## config.mk

```make
export PLATFORM = sky130hd
export DESIGN_NAME = gate_vector_sequencer
export DESIGN_NICKNAME = d
export VERILOG_FILES = /design/src/rtl/gate_vec_pkg.sv /design/src/rtl/gate_vector_sequencer_hold_timer.sv /design/src/rtl/gate_vector_sequencer.sv
export SDC_FILE = /design/constraint.sdc
export NUM_CORES = 1
export LEC_CHECK = 0
export ABC_AREA = 0
export BUFFER_PORTS_ARGS = -buffer_cell sky130_fd_sc_hd__buf_2
export CAP_MARGIN = 5
export CELL_PAD_IN_SITES_DETAIL_PLACEMENT = 1
export CELL_PAD_IN_SITES_GLOBAL_PLACEMENT = 2
export CORE_MARGIN = 10
export CORE_UTILIZATION = 30
export CTS_CLUSTER_DIAMETER = 150
export CTS_CLUSTER_SIZE = 40
export DETAILED_ROUTE_END_ITERATION = 12
export MAX_ROUTING_LAYER = met4
export PLACE_DENSITY = 0.83
export SKIP_LAST_GASP = 1
export SYNTH_ARGS = -nofsm -noshare
export SYNTH_HDL_FRONTEND = slang
export SYNTH_SLANG_ARGS = --single-unit
export TNS_END_PERCENT = 10
```

## constraint.sdc

```tcl
create_clock -name clk -period 1.7 [get_ports clk]
set_input_delay 0.51 -clock clk [delete_from_list [all_inputs] [get_ports clk]]
set_output_delay 0.51 -clock clk [all_outputs]
set_load 0.03 [all_outputs]
```

## src/rtl/gate_vec_pkg.sv

```systemverilog
// Shared types and constants for the gate vector sequencer.
package gate_vec_pkg;

  // Sequencer FSM states
  typedef enum logic [1:0] {
    IDLE   = 2'd0,
    HOLD   = 2'd1,
    SAMPLE = 2'd2,
    DONE   = 2'd3
  } state_t;

  localparam int NUM_VECTORS = 4;
  localparam int ERR_W       = 8;
  localparam logic [ERR_W-1:0] ERR_MAX = 8'd255;

  // Increment an error count, sticking at ERR_MAX instead of wrapping.
  function automatic logic [ERR_W-1:0] sat_inc(input logic [ERR_W-1:0] v);
    return (v == ERR_MAX) ? v : v + 1'b1;
  endfunction

endpackage

```

## src/rtl/gate_vector_sequencer_hold_timer.sv

```systemverilog
// Loadable 8-bit down-counter that paces how long each vector is held.
module hold_timer (
  input  logic       clk,
  input  logic       rst,
  input  logic       i_load,
  input  logic [7:0] i_value,
  input  logic       i_en,
  output logic       o_expire
);

  logic [7:0] r_count;

  // Load has priority; otherwise count down while enabled, stopping at zero.
  always_ff @(posedge clk) begin
    if (rst) begin
      r_count <= '0;
    end else if (i_load) begin
      r_count <= i_value;
    end else if (i_en && (r_count != 8'd0)) begin
      r_count <= r_count - 8'd1;
    end
  end

  assign o_expire = (r_count == 8'd0);

endmodule

```

## src/rtl/gate_vector_sequencer.sv

```systemverilog
// Drives a two-input gate through all input patterns, samples its output on
// the last cycle of each pattern and checks it against a truth table.
module gate_vector_sequencer
  import gate_vec_pkg::*;
#(
  parameter int unsigned HOLD_CYCLES = 5,
  parameter int unsigned PASSES      = 1,
  parameter logic [3:0]  EXPECT_TT   = 4'b1000
) (
  input  logic             clk,
  input  logic             rst,
  input  logic             start,
  input  logic             out,
  output logic             in0,
  output logic             in1,
  output logic             busy,
  output logic             done,
  output logic             pass,
  output logic [ERR_W-1:0] err_count,
  output logic [1:0]       first_fail_vec,
  output logic             fail_seen
);

  // Reject out-of-range parameters at elaboration.
  generate
    if ((HOLD_CYCLES < 2) || (HOLD_CYCLES > 255)) begin : g_bad_hold
      $error("gate_vector_sequencer: HOLD_CYCLES must be 2..255");
    end
    if ((PASSES < 1) || (PASSES > 63)) begin : g_bad_passes
      $error("gate_vector_sequencer: PASSES must be 1..63");
    end
  endgenerate

  // The HOLD phase covers HOLD_CYCLES-1 cycles (count N-2 down to 0) and the
  // SAMPLE cycle adds one more, giving exactly HOLD_CYCLES per vector.
  localparam logic [7:0] HOLD_LOAD = 8'(HOLD_CYCLES - 2);
  localparam logic [5:0] LAST_PASS = 6'(PASSES - 1);
  localparam logic [1:0] LAST_VEC  = 2'(NUM_VECTORS - 1);

  state_t           r_state;
  logic [1:0]       r_vec;
  logic [5:0]       r_pass_cnt;
  logic [ERR_W-1:0] r_err_count;
  logic [1:0]       r_first_fail_vec;
  logic             r_fail_seen;
  logic             r_busy;
  logic             r_done;
  logic             r_pass;

  logic             w_start_ok;
  logic             w_mismatch;
  logic             w_finish;
  logic [ERR_W-1:0] w_err_next;
  logic             w_timer_load;
  logic             w_timer_en;
  logic             w_expire;

  assign w_start_ok   = start && ((r_state == IDLE) || (r_state == DONE));
  assign w_mismatch   = (out != EXPECT_TT[r_vec]);
  assign w_finish     = (r_vec == LAST_VEC) && (r_pass_cnt == LAST_PASS);
  assign w_err_next   = w_mismatch ? sat_inc(r_err_count) : r_err_count;
  assign w_timer_load = w_start_ok || ((r_state == SAMPLE) && !w_finish);
  assign w_timer_en   = (r_state == HOLD);

  hold_timer u_hold_timer (
    .clk      (clk),
    .rst      (rst),
    .i_load   (w_timer_load),
    .i_value  (HOLD_LOAD),
    .i_en     (w_timer_en),
    .o_expire (w_expire)
  );

  // Sequencer FSM: vector/pass stepping, checking and result registers.
  always_ff @(posedge clk) begin
    if (rst) begin
      r_state          <= IDLE;
      r_vec            <= 2'b00;
      r_pass_cnt       <= '0;
      r_err_count      <= '0;
      r_first_fail_vec <= 2'b00;
      r_fail_seen      <= 1'b0;
      r_busy           <= 1'b0;
      r_done           <= 1'b0;
      r_pass           <= 1'b0;
    end else begin
      case (r_state)
        IDLE, DONE: begin
          if (start) begin
            r_state          <= HOLD;
            r_vec            <= 2'b00;
            r_pass_cnt       <= '0;
            r_err_count      <= '0;
            r_first_fail_vec <= 2'b00;
            r_fail_seen      <= 1'b0;
            r_busy           <= 1'b1;
            r_done           <= 1'b0;
            r_pass           <= 1'b0;
          end
        end
        HOLD: begin
          if (w_expire) begin
            r_state <= SAMPLE;
          end
        end
        SAMPLE: begin
          r_err_count <= w_err_next;
          if (w_mismatch && !r_fail_seen) begin
            r_first_fail_vec <= r_vec;
            r_fail_seen      <= 1'b1;
          end
          if (w_finish) begin
            // Last vector of the last pass: publish results; the final
            // vector stays on the gate inputs.
            r_state <= DONE;
            r_busy  <= 1'b0;
            r_done  <= 1'b1;
            r_pass  <= (w_err_next == '0);
          end else begin
            r_vec   <= r_vec + 2'b01;
            r_state <= HOLD;
            if (r_vec == LAST_VEC) begin
              r_pass_cnt <= r_pass_cnt + 6'd1;
            end
          end
        end
        default: r_state <= IDLE;
      endcase
    end
  end

  assign in0            = r_vec[1];
  assign in1            = r_vec[0];
  assign busy           = r_busy;
  assign done           = r_done;
  assign pass           = r_pass;
  assign err_count      = r_err_count;
  assign first_fail_vec = r_first_fail_vec;
  assign fail_seen      = r_fail_seen;

endmodule

```

[After elaboration in Yosys (flattened, before gate mapping)]
Cells that the tools add are included.
Storage, ports and cells
  register bits: 32
  input port bits: 4
  logic and storage cells: 83
Cells by class
  $add $sub $neg: 4
  order comparisons: 1
  equality and inequality tests: 12
  muxes and demuxes: 31
  reductions and logical operators: 24
Operators by type and width (count)
  8-bit 2-to-1 mux: 3
  6-bit 2-to-1 mux: 3
  8-bit zero test: 2
  2-bit 2-to-1 mux: 8
  8-bit one-hot mux with 2 select lines: 1
  6-bit one-hot mux with 2 select lines: 1
  3-bit AND reduction: 3
  8-bit by 1-bit adder with 8-bit output, second input constant: 1
  8-bit == test, second input constant: 1
  2-bit inequality test, second input constant: 4
  1-bit one-hot mux with 2 select lines: 4
  2-bit one-hot mux with 2 select lines: 2
  8-bit nonzero test: 1
  8-bit by 1-bit subtractor with 8-bit output, second input constant: 1
  1-bit 2-to-1 mux: 7
  6-bit by 1-bit adder with 6-bit output, second input constant: 1
  2-bit == test, second input constant: 3
  6-bit zero test: 1
  2-bit one-hot mux with 3 select lines: 1
  1-bit logical AND: 5
  2-bit by 1-bit inequality test with 1-bit output, second input constant: 2
  2-bit AND reduction: 2
  4-bit AND reduction: 1
  2-bit nonzero test: 2
  other kinds (9): 12

[Logic depth before layout (Yosys ltp)]
  depth after elaboration: 7
  depth in mapped cells: 8
  gate-level depth less buffers: 7

[By module]
Synthesis repeated with hierarchy kept, for this count alone.
Unflattened totals
  cell total of the unflattened synthesis: 244
  area total of the unflattened synthesis: 2039.5 µm²
Modules (own cells, without submodules)
  gate_vector_sequencer: times used 1, cells each 185, area each 1524.0 µm²
  hold_timer: times used 1, cells each 59, area each 515.5 µm²

[Least setup slack after synthesis]
OpenSTA, ideal clock, no wires.
  path kind: register -> register
  from: register r_vec[0]
  to: register r_err_count[7] (netlist: err_count[7])
  library setup time: 0.133 ns
  arrival time: 2.039 ns
  required time: 1.567 ns
  slack: -0.472 ns
  cell stages (with the launch flop): 7
  buffers on the path: 0
  cells stage by stage: dfxtp_1 > ha_1 > xor2_2 > nand4_2 > or4_1 > a21oi_1 > nor3_1
On the way
  cells in the longest elaborated chain, start to end: 5
RTL lines
  start, declared: line gate_vector_sequencer.sv:41  | logic [1:0] r_vec;
  start signal, assigned: line gate_vector_sequencer.sv:120  | r_vec <= r_vec + 2'b01;
  1-bit binary-select mux with 2-bit select: line gate_vector_sequencer.sv:59  | assign w_mismatch = (out != EXPECT_TT[r_vec]);
  1-bit 2-to-1 mux (not written as such): line gate_vector_sequencer.sv:59
  1-bit inequality test: line gate_vector_sequencer.sv:59
  8-bit 2-to-1 mux: line gate_vector_sequencer.sv:61  | assign w_err_next = w_mismatch ? sat_inc(r_err_count) : r_err_count;
  8-bit one-hot mux with 2 select lines: line gate_vector_sequencer.sv:87  | case (r_state)
  end signal, assigned: line gate_vector_sequencer.sv:107  | r_err_count <= w_err_next;
  end, declared: line gate_vector_sequencer.sv:43  | logic [ERR_W-1:0] r_err_count;
Every way passes these cells. The select of a mux whose other input is x is not followed.
A chain may end at the register's enable or synchronous reset.

[Worst setup path after layout]
  from: register u_hold_timer.r_count[2]
  to: register u_hold_timer.r_count[5]
On the way
  cells in the longest elaborated chain, start to end: 2
  elaborated cells on any way between the ends: 3
  those cells by class: add/sub: 1; reduce/logical: 2
RTL lines
  start, declared: line gate_vector_sequencer_hold_timer.sv:11  | logic [7:0] r_count;
  start signal, assigned: line gate_vector_sequencer_hold_timer.sv:18  | r_count <= i_value;
  start signal, assigned: line gate_vector_sequencer_hold_timer.sv:20  | r_count <= r_count - 8'd1;
  branches (longest 2 deep; another with 8-bit by 1-bit subtractor with 8-bit output)
Several ways; the timed one is not identified.

==> implementation parameters <==
Parameter                              Value

Status
  Run status    finished with violations
  Violations in the final reports    setup timing

Drt
  DRC viols    0
  Drt first pass iters    4
  Iteration-0 DRC count of the detailed router    70
  Routed Antenna Nets    0
  Total number of vias    1932
  Drt total wl    5880 um
  Average vias per placed instance    5.17
  Routed length per instance    15.7 um

Layout
  Post-layout utilization of the core    0.440
  Diode insertion count for antenna repair    0
  Number of nets in the finished design    just over 300
  Number of filler instances in the final layout    between 700 and 800
  Leading cell type in the layout, fill and taps excluded    sky130_fd_sc_hd__buf_4
  Synthesis-to-finish area growth    41.6%
  Final Non-Filler Cells    about 370
  Fraction of final layout cells sized beyond drive strength 1    0.355
  Top library cells by usage in the layout, fill and taps aside    sky130_fd_sc_hd__buf_4, sky130_fd_sc_hd__nor2_1, sky130_fd_sc_hd__dfxtp_1

Critical path
  WP data required    around 1.9 ns
  Max FO, Critical Path    6
  Cell with the biggest individual delay on the critical path    sky130_fd_sc_hd__or4_4
  Worst-path cell chain    or4_4, o41a_1, buf_6, nand4b_1, xor2_1, nor2_1
  Critical path start-end classification    flip-flop to flip-flop
  Data arrival time of the worst path    2.03 ns
  CP Capture Type    flip-flop
  R2r startpoint    u_hold_timer.r_count[2]
  Worst setup SP type    flip-flop
  Number of cells on the worst reg-to-reg path    6
  Register-to-register setup slack    -0.14 ns
  Largest stage delay, worst path    0.54 ns
  Endpoint of the most critical register-to-register path    u_hold_timer.r_count[5]

Clocking
  CTS H-tree depth    2
  Cts-stage hold buffer count    0
  Number of clock sinks    32
  Number of buffers inserted during clock tree synthesis    5
  Post-CTS repair timing setup buffer count    0
  TritonCTS clock tree    yes
  Clock tree root buffer cell    sky130_fd_sc_hd__clkbuf_8
  Worst-path clk slew    0.07 ns
  Maximum buffer depth of the clock tree    2
  Clock latency reported for the late side of the worst-skew pair    0.30 ns

Floorplanning
  Number of placed I/O pins    20
  Total number of placement rows    28
  Die outline width    98.5 um
  Die H    98.5 um
  Placeable core region    about 6000 um2
  Initial standard-cell utilization of the core    0.311
  Overall die area    9710 um2

Timing
  Final max-slew violation count    0
  Setup TNS Final    -1.21 ns
  Fin worst setup slack    -0.140 ns
  Final hold violation count    0
  RSZ-0062 raised after global routing    yes
  Highest clock frequency the design can meet    0.544 GHz
  Worst relative slew slack    0.759
  Final period demand of the worst path    ~1.8 ns
  Hold Worst Slack    ~0.50 ns
  Endpoints failing setup    15
  Fin crit share    1.08
  Pin slew with the least headroom to its limit    0.352 ns
  Clock tree skew after final layout    0.00361 ns

Global routing
  GR met2 Demand/Resource    0.204
  Vias in the first global route    2043
  Overall routing resource usage    0.128
  GRT busiest layer    met2
  Maximum number of pins on one net before global-route repair    17
  GR Util met1    0.157
  First-pass GRT wire length    approximately 10000 um
  Number of antenna violations at the first check in global routing    0
  GR Util met3    0.0272
  Global-route congestion overflow total    0

Yosys
  Proportion of synthesized chip area in sequential cells    0.346
  Top cell type by total area after synthesis    sky130_fd_sc_hd__dfxtp_1
  EDFF count, synth    0
  Number of synthesis warnings    0
  Top-area cell type share of the netlist area    0.346
  FF+latch count, synth    32
  Post-Synthesis Cell Area    1850 um2
  Cells after Synth    227
  Yosys cell types    49
  Synthesized Nets    240
  Asr flop ratio synth    0
  Top FF cell, synth    sky130_fd_sc_hd__dfxtp_1
  Post-synthesis area per instance    about 8.2 um2
  Top post-synthesis cells by area    sky130_fd_sc_hd__dfxtp_1, sky130_fd_sc_hd__nor2_1, sky130_fd_sc_hd__ha_1

Power
  Total design power    0.00331 W
  Peak supply drop    0.547 mV
  Areal power density over the cells    1260 nW/um2
  Leakage power of the design    1.06 nW

Hold path
  Hold Path End    first_fail_vec[1]
  Hold Crit Depth    2
  Origin of the worst min-delay path    first_fail_vec[1]
  Worst hold path class    flip-flop to flip-flop

Job
  Max-cap check violation count    0

Place
  Dpl hpwl    between 4000 and 5000 um
  Buffers on Ports    19
  Number of placed instances with taps included    366
  Routability cong.    0.868
## layout make-up
cell class | count | area (um2) | area share
clock buffers | 6 | 72.6 | 0.0277
clock inverters | 2 | 35.0 | 0.0134
inverters | 9 | 33.8 | 0.0129
multi-input cells | 178 | 1230 | 0.471
flip-flops and latches | 32 | 653 | 0.249
well taps | 75 | 93.8 | 0.0358
repair buffers | 72 | 497 | 0.190
## how the worst max path moves through the flow
stage,from,endpoint
6_report,u_hold_timer.r_count[2],u_hold_timer.r_count[5]
5_1_grt,u_hold_timer.r_count[2],u_hold_timer.r_count[5]
4_1_cts,r_state[0],r_pass_cnt[1]
3_5_place_dp,u_hold_timer.r_count[2],u_hold_timer.r_count[5]
3_3_place_gp,out,pass
2_1_floorplan,r_vec[1],err_count[7]
## cells by family after synthesis
logic type,share of synthesized area
and+or+nand+nor,0.264
AOI/OAI and AO/OA,0.201
DFF,0.346
buffers and inverters,0.0385
xor gates and xnor gates,0.0656
adders and majority gates,0.0609
muxes,0.0237
## flip-flops by register name (all words and copies together) (netlist names)
| signal | cells |
|---|---|
| done | 1 |
| fail_seen | 1 |
| err_count | 8 |
| r_pass_cnt | 6 |
| r_vec | 2 |
| r_state | 2 |
| u_hold_timer.r_count | 8 |
| busy | 1 |
| first_fail_vec | 2 |
| pass | 1 |
## critical path, delay by kind of cell, from the launching register on
kind                   cells  cell delay, ns
buffers and inverters      1            0.16
AO/OA/AOI/OAI              1            0.40
AND/OR/NAND/NOR            3            0.69
XOR/XNOR                   1            0.16
flip-flops                 1            0.32
## report_power, final
group          switching, W  total [W]  internal [W]
combinational      0.000873    0.00166      0.000787
clock              0.000310   0.000745      0.000435
sequential        0.0000634   0.000907      0.000843
## synth_stat cells, types with 3 or more instances
cell type / instances
sky130_fd_sc_hd__nand2_1: 11
sky130_fd_sc_hd__and2_1: 4
sky130_fd_sc_hd__and3_1: 3
sky130_fd_sc_hd__a31oi_1: 3
sky130_fd_sc_hd__dfxtp_1: 32
sky130_fd_sc_hd__a211oi_1: 4
sky130_fd_sc_hd__a21oi_1: 21
sky130_fd_sc_hd__ha_1: 9
sky130_fd_sc_hd__nand2b_1: 5
sky130_fd_sc_hd__clkbuf_1: 7
sky130_fd_sc_hd__nand4_1: 4
sky130_fd_sc_hd__xnor2_1: 6
sky130_fd_sc_hd__inv_1: 9
sky130_fd_sc_hd__nor2_1: 31
sky130_fd_sc_hd__xor2_1: 6
sky130_fd_sc_hd__o21ai_0: 10
sky130_fd_sc_hd__nor3_1: 10
sky130_fd_sc_hd__a22oi_1: 4
sky130_fd_sc_hd__nand3_1: 10
sky130_fd_sc_hd__mux2_2: 3
## layer usage
layer / part of all wire / routed length (um) / vias to the layer above
met5: 0 / 0 / -
met4: 0.013 / 76 / 0
met3: 0.027 / 161 / 7
met2: 0.47 / 2790 / 26
met1: 0.48 / 2850 / 938
li1: - / - / 961
## through the flow
stage          area [um2]  worst slack, ns
6_report             2620           -0.140
5_1_grt              2620           -0.230
4_1_cts              2560           -0.157
3_5_place_dp         2440           -0.146
3_3_place_gp         2440           -0.137
2_1_floorplan        1900           -0.104
## what timing repair did
item / 4_1_cts / 5_1_grt
gates resized for setup: 3 / 10
endpoints found under the setup margin: 23 / 30
pin swaps: 0 / 2
Note: power is estimated with default switching activity, not from simulation.
